[src/rtl/demux_if.sv]
// Producer/consumer bundle for the 1-to-16 lane demux.
// slave = the demux itself, master = the producer/consumer side.
interface demux_if #(
   parameter int WIDTH = 4
);
   logic             in_valid;
   logic             in_ready;
   logic [WIDTH-1:0] din;
   logic [3:0]       select;
   logic [WIDTH-1:0] o0;
   logic [WIDTH-1:0] o1;
   logic [WIDTH-1:0] o2;
   logic [WIDTH-1:0] o3;
   logic [WIDTH-1:0] o4;
   logic [WIDTH-1:0] o5;
   logic [WIDTH-1:0] o6;
   logic [WIDTH-1:0] o7;
   logic [WIDTH-1:0] o8;
   logic [WIDTH-1:0] o9;
   logic [WIDTH-1:0] o10;
   logic [WIDTH-1:0] o11;
   logic [WIDTH-1:0] o12;
   logic [WIDTH-1:0] o13;
   logic [WIDTH-1:0] o14;
   logic [WIDTH-1:0] o15;
   logic [15:0]      o_valid;
   logic [15:0]      o_ack;
   logic [7:0]       stall_cnt;

   modport master (
      output in_valid, din, select, o_ack,
      input  in_ready, o_valid, stall_cnt,
      input  o0, o1, o2, o3, o4, o5, o6, o7,
      input  o8, o9, o10, o11, o12, o13, o14, o15
   );

   modport slave (
      input  in_valid, din, select, o_ack,
      output in_ready, o_valid, stall_cnt,
      output o0, o1, o2, o3, o4, o5, o6, o7,
      output o8, o9, o10, o11, o12, o13, o14, o15
   );
endinterface

[src/rtl/demux.sv]
// Registered 1-to-16 demux with per-lane valid/ack holding registers
// and a saturating stall counter for back-pressure observation.
module demux #(
   parameter int WIDTH = 4
) (
   input  logic   clk,
   input  logic   rst,
   demux_if.slave bus
);
   logic [WIDTH-1:0] data_q [16];
   logic [WIDTH-1:0] data_d [16];
   logic [15:0]      valid_q;
   logic [15:0]      valid_d;
   logic [7:0]       cnt_q;
   logic [7:0]       cnt_d;
   logic             ready;
   logic             accept;
   logic             stall;

   // Lane can take a word if empty or being drained this cycle.
   always_comb begin
      ready  = ~valid_q[bus.select] | bus.o_ack[bus.select];
      accept = bus.in_valid & ready;
      stall  = bus.in_valid & ~ready;
   end

   // Next state: acks clear, an accept re-sets its lane on top.
   always_comb begin
      data_d  = data_q;
      valid_d = valid_q & ~bus.o_ack;
      cnt_d   = cnt_q;
      if (accept) begin
         data_d[bus.select]  = bus.din;
         valid_d[bus.select] = 1'b1;
      end
      if (stall && cnt_q != 8'hFF) begin
         cnt_d = cnt_q + 8'd1;
      end
   end

   // State registers, cleared asynchronously.
   always_ff @(posedge clk or posedge rst) begin
      if (rst) begin
         for (int k = 0; k < 16; k++) begin
            data_q[k] <= '0;
         end
         valid_q <= '0;
         cnt_q   <= '0;
      end else begin
         data_q  <= data_d;
         valid_q <= valid_d;
         cnt_q   <= cnt_d;
      end
   end

   assign bus.in_ready  = ready;
   assign bus.o_valid   = valid_q;
   assign bus.stall_cnt = cnt_q;
   assign bus.o0  = data_q[0];
   assign bus.o1  = data_q[1];
   assign bus.o2  = data_q[2];
   assign bus.o3  = data_q[3];
   assign bus.o4  = data_q[4];
   assign bus.o5  = data_q[5];
   assign bus.o6  = data_q[6];
   assign bus.o7  = data_q[7];
   assign bus.o8  = data_q[8];
   assign bus.o9  = data_q[9];
   assign bus.o10 = data_q[10];
   assign bus.o11 = data_q[11];
   assign bus.o12 = data_q[12];
   assign bus.o13 = data_q[13];
   assign bus.o14 = data_q[14];
   assign bus.o15 = data_q[15];
endmodule

[src/flat_wrapper.sv]
// flat-port wrapper written by rule: the top's interface ports become plain ports
module demux_flat 
#(
   parameter int WIDTH = 4
)
  (clk, rst, bus_in_valid, bus_din, bus_select, bus_o_ack, bus_in_ready, bus_o_valid, bus_stall_cnt, bus_o0, bus_o1, bus_o2, bus_o3, bus_o4, bus_o5, bus_o6, bus_o7, bus_o8, bus_o9, bus_o10, bus_o11, bus_o12, bus_o13, bus_o14, bus_o15);
  demux_if #(.WIDTH(WIDTH)) bus_i ();
  input  logic clk;
  input  logic rst;
  input wire logic [$bits(bus_i.in_valid)-1:0] bus_in_valid;
  input wire logic [$bits(bus_i.din)-1:0] bus_din;
  input wire logic [$bits(bus_i.select)-1:0] bus_select;
  input wire logic [$bits(bus_i.o_ack)-1:0] bus_o_ack;
  output wire logic [$bits(bus_i.in_ready)-1:0] bus_in_ready;
  output wire logic [$bits(bus_i.o_valid)-1:0] bus_o_valid;
  output wire logic [$bits(bus_i.stall_cnt)-1:0] bus_stall_cnt;
  output wire logic [$bits(bus_i.o0)-1:0] bus_o0;
  output wire logic [$bits(bus_i.o1)-1:0] bus_o1;
  output wire logic [$bits(bus_i.o2)-1:0] bus_o2;
  output wire logic [$bits(bus_i.o3)-1:0] bus_o3;
  output wire logic [$bits(bus_i.o4)-1:0] bus_o4;
  output wire logic [$bits(bus_i.o5)-1:0] bus_o5;
  output wire logic [$bits(bus_i.o6)-1:0] bus_o6;
  output wire logic [$bits(bus_i.o7)-1:0] bus_o7;
  output wire logic [$bits(bus_i.o8)-1:0] bus_o8;
  output wire logic [$bits(bus_i.o9)-1:0] bus_o9;
  output wire logic [$bits(bus_i.o10)-1:0] bus_o10;
  output wire logic [$bits(bus_i.o11)-1:0] bus_o11;
  output wire logic [$bits(bus_i.o12)-1:0] bus_o12;
  output wire logic [$bits(bus_i.o13)-1:0] bus_o13;
  output wire logic [$bits(bus_i.o14)-1:0] bus_o14;
  output wire logic [$bits(bus_i.o15)-1:0] bus_o15;
  assign bus_i.in_valid = bus_in_valid;
  assign bus_i.din = bus_din;
  assign bus_i.select = bus_select;
  assign bus_i.o_ack = bus_o_ack;
  assign bus_in_ready = bus_i.in_ready;
  assign bus_o_valid = bus_i.o_valid;
  assign bus_stall_cnt = bus_i.stall_cnt;
  assign bus_o0 = bus_i.o0;
  assign bus_o1 = bus_i.o1;
  assign bus_o2 = bus_i.o2;
  assign bus_o3 = bus_i.o3;
  assign bus_o4 = bus_i.o4;
  assign bus_o5 = bus_i.o5;
  assign bus_o6 = bus_i.o6;
  assign bus_o7 = bus_i.o7;
  assign bus_o8 = bus_i.o8;
  assign bus_o9 = bus_i.o9;
  assign bus_o10 = bus_i.o10;
  assign bus_o11 = bus_i.o11;
  assign bus_o12 = bus_i.o12;
  assign bus_o13 = bus_i.o13;
  assign bus_o14 = bus_i.o14;
  assign bus_o15 = bus_i.o15;
  demux #(.WIDTH(WIDTH)) u_core (.clk(clk), .rst(rst), .bus(bus_i));
endmodule
[config.mk]
export PLATFORM = sky130hd
export DESIGN_NAME = demux_flat
export DESIGN_NICKNAME = d
export VERILOG_FILES = /design/src/rtl/demux_if.sv /design/src/rtl/demux.sv /design/src/flat_wrapper.sv
export SDC_FILE = /design/constraint.sdc
export NUM_CORES = 1
export LEC_CHECK = 0
export CORE_ASPECT_RATIO = 1.1
export CORE_UTILIZATION = 47
export CTS_CLUSTER_SIZE = 24
export DETAILED_ROUTE_END_ITERATION = 6
export GPL_TIMING_DRIVEN = 0
export PLACE_DENSITY = 0.88
export SETUP_SLACK_MARGIN = 0.5
export SYNTH_ARGS = -nofsm -noshare
export SYNTH_HDL_FRONTEND = slang
export SYNTH_SLANG_ARGS = --single-unit
[constraint.sdc]
create_clock -name clk -period 3.6 [get_ports clk]
set_input_delay 0.72 -clock clk [delete_from_list [all_inputs] [get_ports clk]]
set_output_delay 0.72 -clock clk [all_outputs]
set_load 0.01 [all_outputs]
# == Word level (Yosys, flattened, before mapping) ==
# Index checks and enable logic that the tools add are counted.
# totals
regBits,88
in_bits,27
out_inout_bits,89
word_cells,46
# op_classes
add_sub_neg,1
magnitude_cmp,4
eq_ne,1
mux,10
bitwise,9
reduce_logical,3
# op_table
op,count
$bwmux 64,1
$and 16x16->16,1
$demux 4 s4,1
$mux 16,1
$not 16->16,1
$or 16x16->16,1
$add 8x1->8 const B,1
$bmux 1 s4,2
$ne 8x8->1 const B,1
$ge 5x5->1 const B,1
$lt 4x5->1 const B,1
$lt 5x1->1 const B,1
$not 4->5,1
$demux 1 s4,1
$ge 4x1->1 const B,1
$mux 4,1
$logic_and 1x1->1,3
$mux 1,3
$and 1x1->1,2
$not 1->1,2
$or 1x1->1,1

# == Depth between registers and ports, before layout ==
# depth
depth_word,7
ltp_mapped,8
mapped_depth_nobuf,6

# == Worst setup path after synthesis ==
# Ideal clock, no wire load.
# synth_timing
kind,input to register
startpoint,input bus_select[3]
endpoint,register u_core.data_q (netlist bit u_core.bus.o0[0])
setup_time_ps,125
arrival_ps,2766
slack_ps,709
cell_stages,8
path_buffers,3
path_cell_list,clkbuf_1 clkbuf_1 mux4_1 mux2i_4 nor2_2 or4_1 buf_2 mux2_4
# synth_between
elab_chain_len,6
word_cells_on_any_way,14
# synth_rtl
item,line,rtl
from (decl),flat_wrapper.sv:12,input wire logic [$bits(bus_i.select)-1:0] bus_select;
$not 4->5 (not written as such),demux.sv:33,data_d[bus.select] = bus.din;
$ge 5x5->1 (not written as such) or $lt 5x1->1 (tied branches),demux.sv:33,
$logic_and 1x1->1 (not written as such),demux.sv:33,
$mux 4 (not written as such),demux.sv:33,
$demux 4 s4,demux.sv:33,
$bwmux 64,demux.sv:33,
to (signal assigned),demux.sv:50,data_q <= data_d;
to (decl),demux.sv:10,logic [WIDTH-1:0] data_q [16];
# Several ways; a longest one is shown, not always the timed one. The select of a mux whose other input is x is not followed.
# A chain may end at the register's enable or synchronous reset.

# == Worst setup path after layout ==
# layout_timing
startpoint,input bus_o_ack[13]
endpoint,output bus_in_ready
# layout_between
elab_chain_len,3
# layout_rtl
item,line,rtl
from (decl),flat_wrapper.sv:13,input wire logic [$bits(bus_i.o_ack)-1:0] bus_o_ack;
$bmux 1 s4,demux.sv:22,ready = ~valid_q[bus.select] | bus.o_ack[bus.select];
$mux 1 (not written as such),demux.sv:22,
$or 1x1->1,demux.sv:22,
to (decl),flat_wrapper.sv:14,output wire logic [$bits(bus_i.in_ready)-1:0] bus_in_ready;
# No other way between the ends. The select of a mux whose other input is x is not followed.

==> qor.yml <==
outcome:
  outcome: "completed"
placement:
  portBuffers: 114
  gp_routability_congestion: 0.848
  dp_hpwl_mm: 7.14
  post-place-ws_ns: -0.281
global_routing:
  globalRouteTotalUtil_pct: 24.3
  overflow: 0
  antenna_found_initial: 0
  grt_pass1_vias: 3088
  grt_max_degree: 53
  grt_pass1_wl_mm: 15.8
clocking:
  clock-sinks: 88
  worstSkewPairLatency_ns: 0.36
  cts.path.max_buffers: 2
  clkTransAtPathRegs_ns: 0.08
  htreeDepth: 3
  cts_tree: "done"
  clockRootBuffer: "clkbuf_8"
  cts_buffers: 9
power_and_ir_drop:
  p_leak_nw: 2.42
  ir_drop_mv: 0.281
  power_density_nw_per_um2: 513
sta:
  fin_tns_setup_ns: 0
  setup_viol: 0
  report.final.slew_viol_count: 0
  hold_viol: 0
  setup_slack_ns: 0.543
  fin_crit_sh_pct: 84.9
  grt_setup_unrepaired: "false"
  worst_hold_slack_ns: 0.510
  finClkSkew_ns: 0.0131
  finalCriticalPeriod_ns: 3.06
  fmax_ghz: 0.327
  tightestPinTransition_ns: 0.844
  slew_headroom_pct: 43.3
worst_setup_path:
  cpMaxStageDelayCell: "mux4_2"
  cp.required_ns: 2.88
  critPathTopFamily: "multiplexers"
  crit_arrival_ns: 2.34
  critPathMaxStageDelay_ns: 0.47
  critPathBufInv: 3
  startpoint: "bus_o_ack[13]"
  crit_chain: "clkdlybuf4s50_1 -> mux4_2 -> mux2_4 -> nor2_4 -> buf_6 -> a21oi_1 -> buf_2"
  cp.depth: 7
  r2r_cells: 5
  end_kind: "primary output"
  critPathKind: "in -> out"
  crit_fanout: 2
  r2r_start: "u_core.bus.o_valid[2]"
  start_kind: "input pin"
hold_path:
  worstHoldStart: "u_core.bus.stall_cnt[5]"
  holdPathStages: 1
  hold_path_class: "reg -> reg"
yosys:
  synth_ff_type: "dfrtp_1"
  synthCells: 280
  synth_seq_area_share_pct: 55.8
  synth.distinct_cells: 37
  yosysTopAreaCellShare_pct: 55.8
  syn_avg_cell_area_um2: 14.1
  yosys-top-cells-area: "dfrtp_1, mux2_2, mux4_1"
  synth_warnings: 0
  syn_nets: 308
  async_flop_share_pct: 100
  synth_area_um2: 3950
  synth_common_cells: "dfrtp_1, mux2_2, inv_1"
  synth_edf_count: 0
  ys_ff_latch: 88
  yosysTopAreaCell: "dfrtp_1"
  yosysMostFrequentCell: "dfrtp_1"
route:
  drt-initial-drc-count: 198
  wl_per_cell_um: 18.8
  vias: 2838
  wl_mm: 9.85
  antenna_left: 0
  drc: 0
  drt-pass1-iter-count: 4
  via_per_inst: 5.43
layout:
  syn2layout_area_growth_pct: 39.1
  diodes: 0
  n_fill_cell: 582
  final_nets: 438
  drive_above_1_share_pct: 28.9
  largest_reg_flops: 16
die:
  design.die.area_um2: 8770
  die_w_um: 89.4
  initial_core_util_pct: 49.1
  core_um2: 8040
  top_level_ports: 116
  placementRows: 34
  die_h_um: 98.1
flow_run:
  max_cap_viol_count: 0
[path summary, 6_finish.rpt]
path                                           end  slack, ns
max                                   bus_in_ready       0.54
min in group asynchronous         u_core.bus.o7[0]       0.74
max reg2reg                      u_core.bus.o10[3]       0.96
max in group asynchronous         u_core.bus.o1[0]       2.25
min                        u_core.bus.stall_cnt[5]       0.51
min reg2reg                u_core.bus.stall_cnt[5]       0.51
[cells by family after synthesis]
logic type	after synthesis	synth area share [%]
fa+ha+maj	1	0.317
xor+xnor	7	1.55
simple gates	44	6.88
buf+inv	37	4.41
flops	88	55.8
compound gates	26	4.31
mux	77	26.7
[layout make-up]
class,instances,area [um2],share of cell area (%)
inverter,20,77.6,1.41
sequential,88,2200,40.1
multi-input combinational,155,1590,28.9
tap,108,135,2.46
buffer,17,108,1.96
timing repair buffer,119,1200,21.9
clock inverter,6,42.5,0.775
clock buffer,10,138,2.51
[placed cells by master, fill, tap and decap left out, types with 4 or more instances in the layout]
| cell type | instances |
|---|---|
| clkdlybuf4s50_1 | 110 |
| dfrtp_1 | 88 |
| mux2_2 | 51 |
| inv_1 | 19 |
| mux2_4 | 14 |
| o21ai_0 | 11 |
| clkbuf_8 | 10 |
| clkbuf_1 | 7 |
| a21o_1 | 7 |
| xnor2_1 | 7 |
| mux4_2 | 6 |
| or4_1 | 5 |
| nor2_1 | 5 |
| nor3_1 | 5 |
| nor3_2 | 5 |
| buf_2 | 4 |
| buf_4 | 4 |
[stage by stage]
| step | total power, mW | area [um2] | std cells | utilization [%] |
|---|---|---|---|---|
| floorplan | 1.67 | 3950 | 280 | - |
| global placement | 2.15 | 5220 | 502 | 65.0 |
| detailed placement | 2.19 | 5250 | 503 | 65.3 |
| CTS | 2.83 | 5450 | 522 | 67.8 |
| global route | 2.95 | 5490 | 523 | 68.3 |
| finish | 2.81 | 5490 | 523 | 68.3 |
[repair_timing]
action                     CTS  global route
setup endpoints to repair   49            18
buffers inserted             3             1
hold buffers                 0             0
pin swaps                    0             1
gates resized for setup     15            14
[worst register-to-register path, delay by kind of cell (launching register included)]
| kind | cells | cell delay [ns] |
|---|---|---|
| flops | 1 | 0.41 |
| mux | 3 | 1.23 |
| simple gates | 2 | 0.88 |
[where the power goes]
part | internal, mW | switching (mW)
combinational | 0.554 | 0.320
clock | 0.271 | 0.357
sequential | 1.19 | 0.126
[routing by layer]
| metal | GRT usage, % | share of wire [%] |
|---|---|---|
| met4 | 7.69 | 1.5 |
| met1 | 29.3 | 40 |
| met5 | 0 | 0 |
| met3 | 8.62 | 7.9 |
| met2 | 40.5 | 50 |
(Power assumes the default switching activity.)
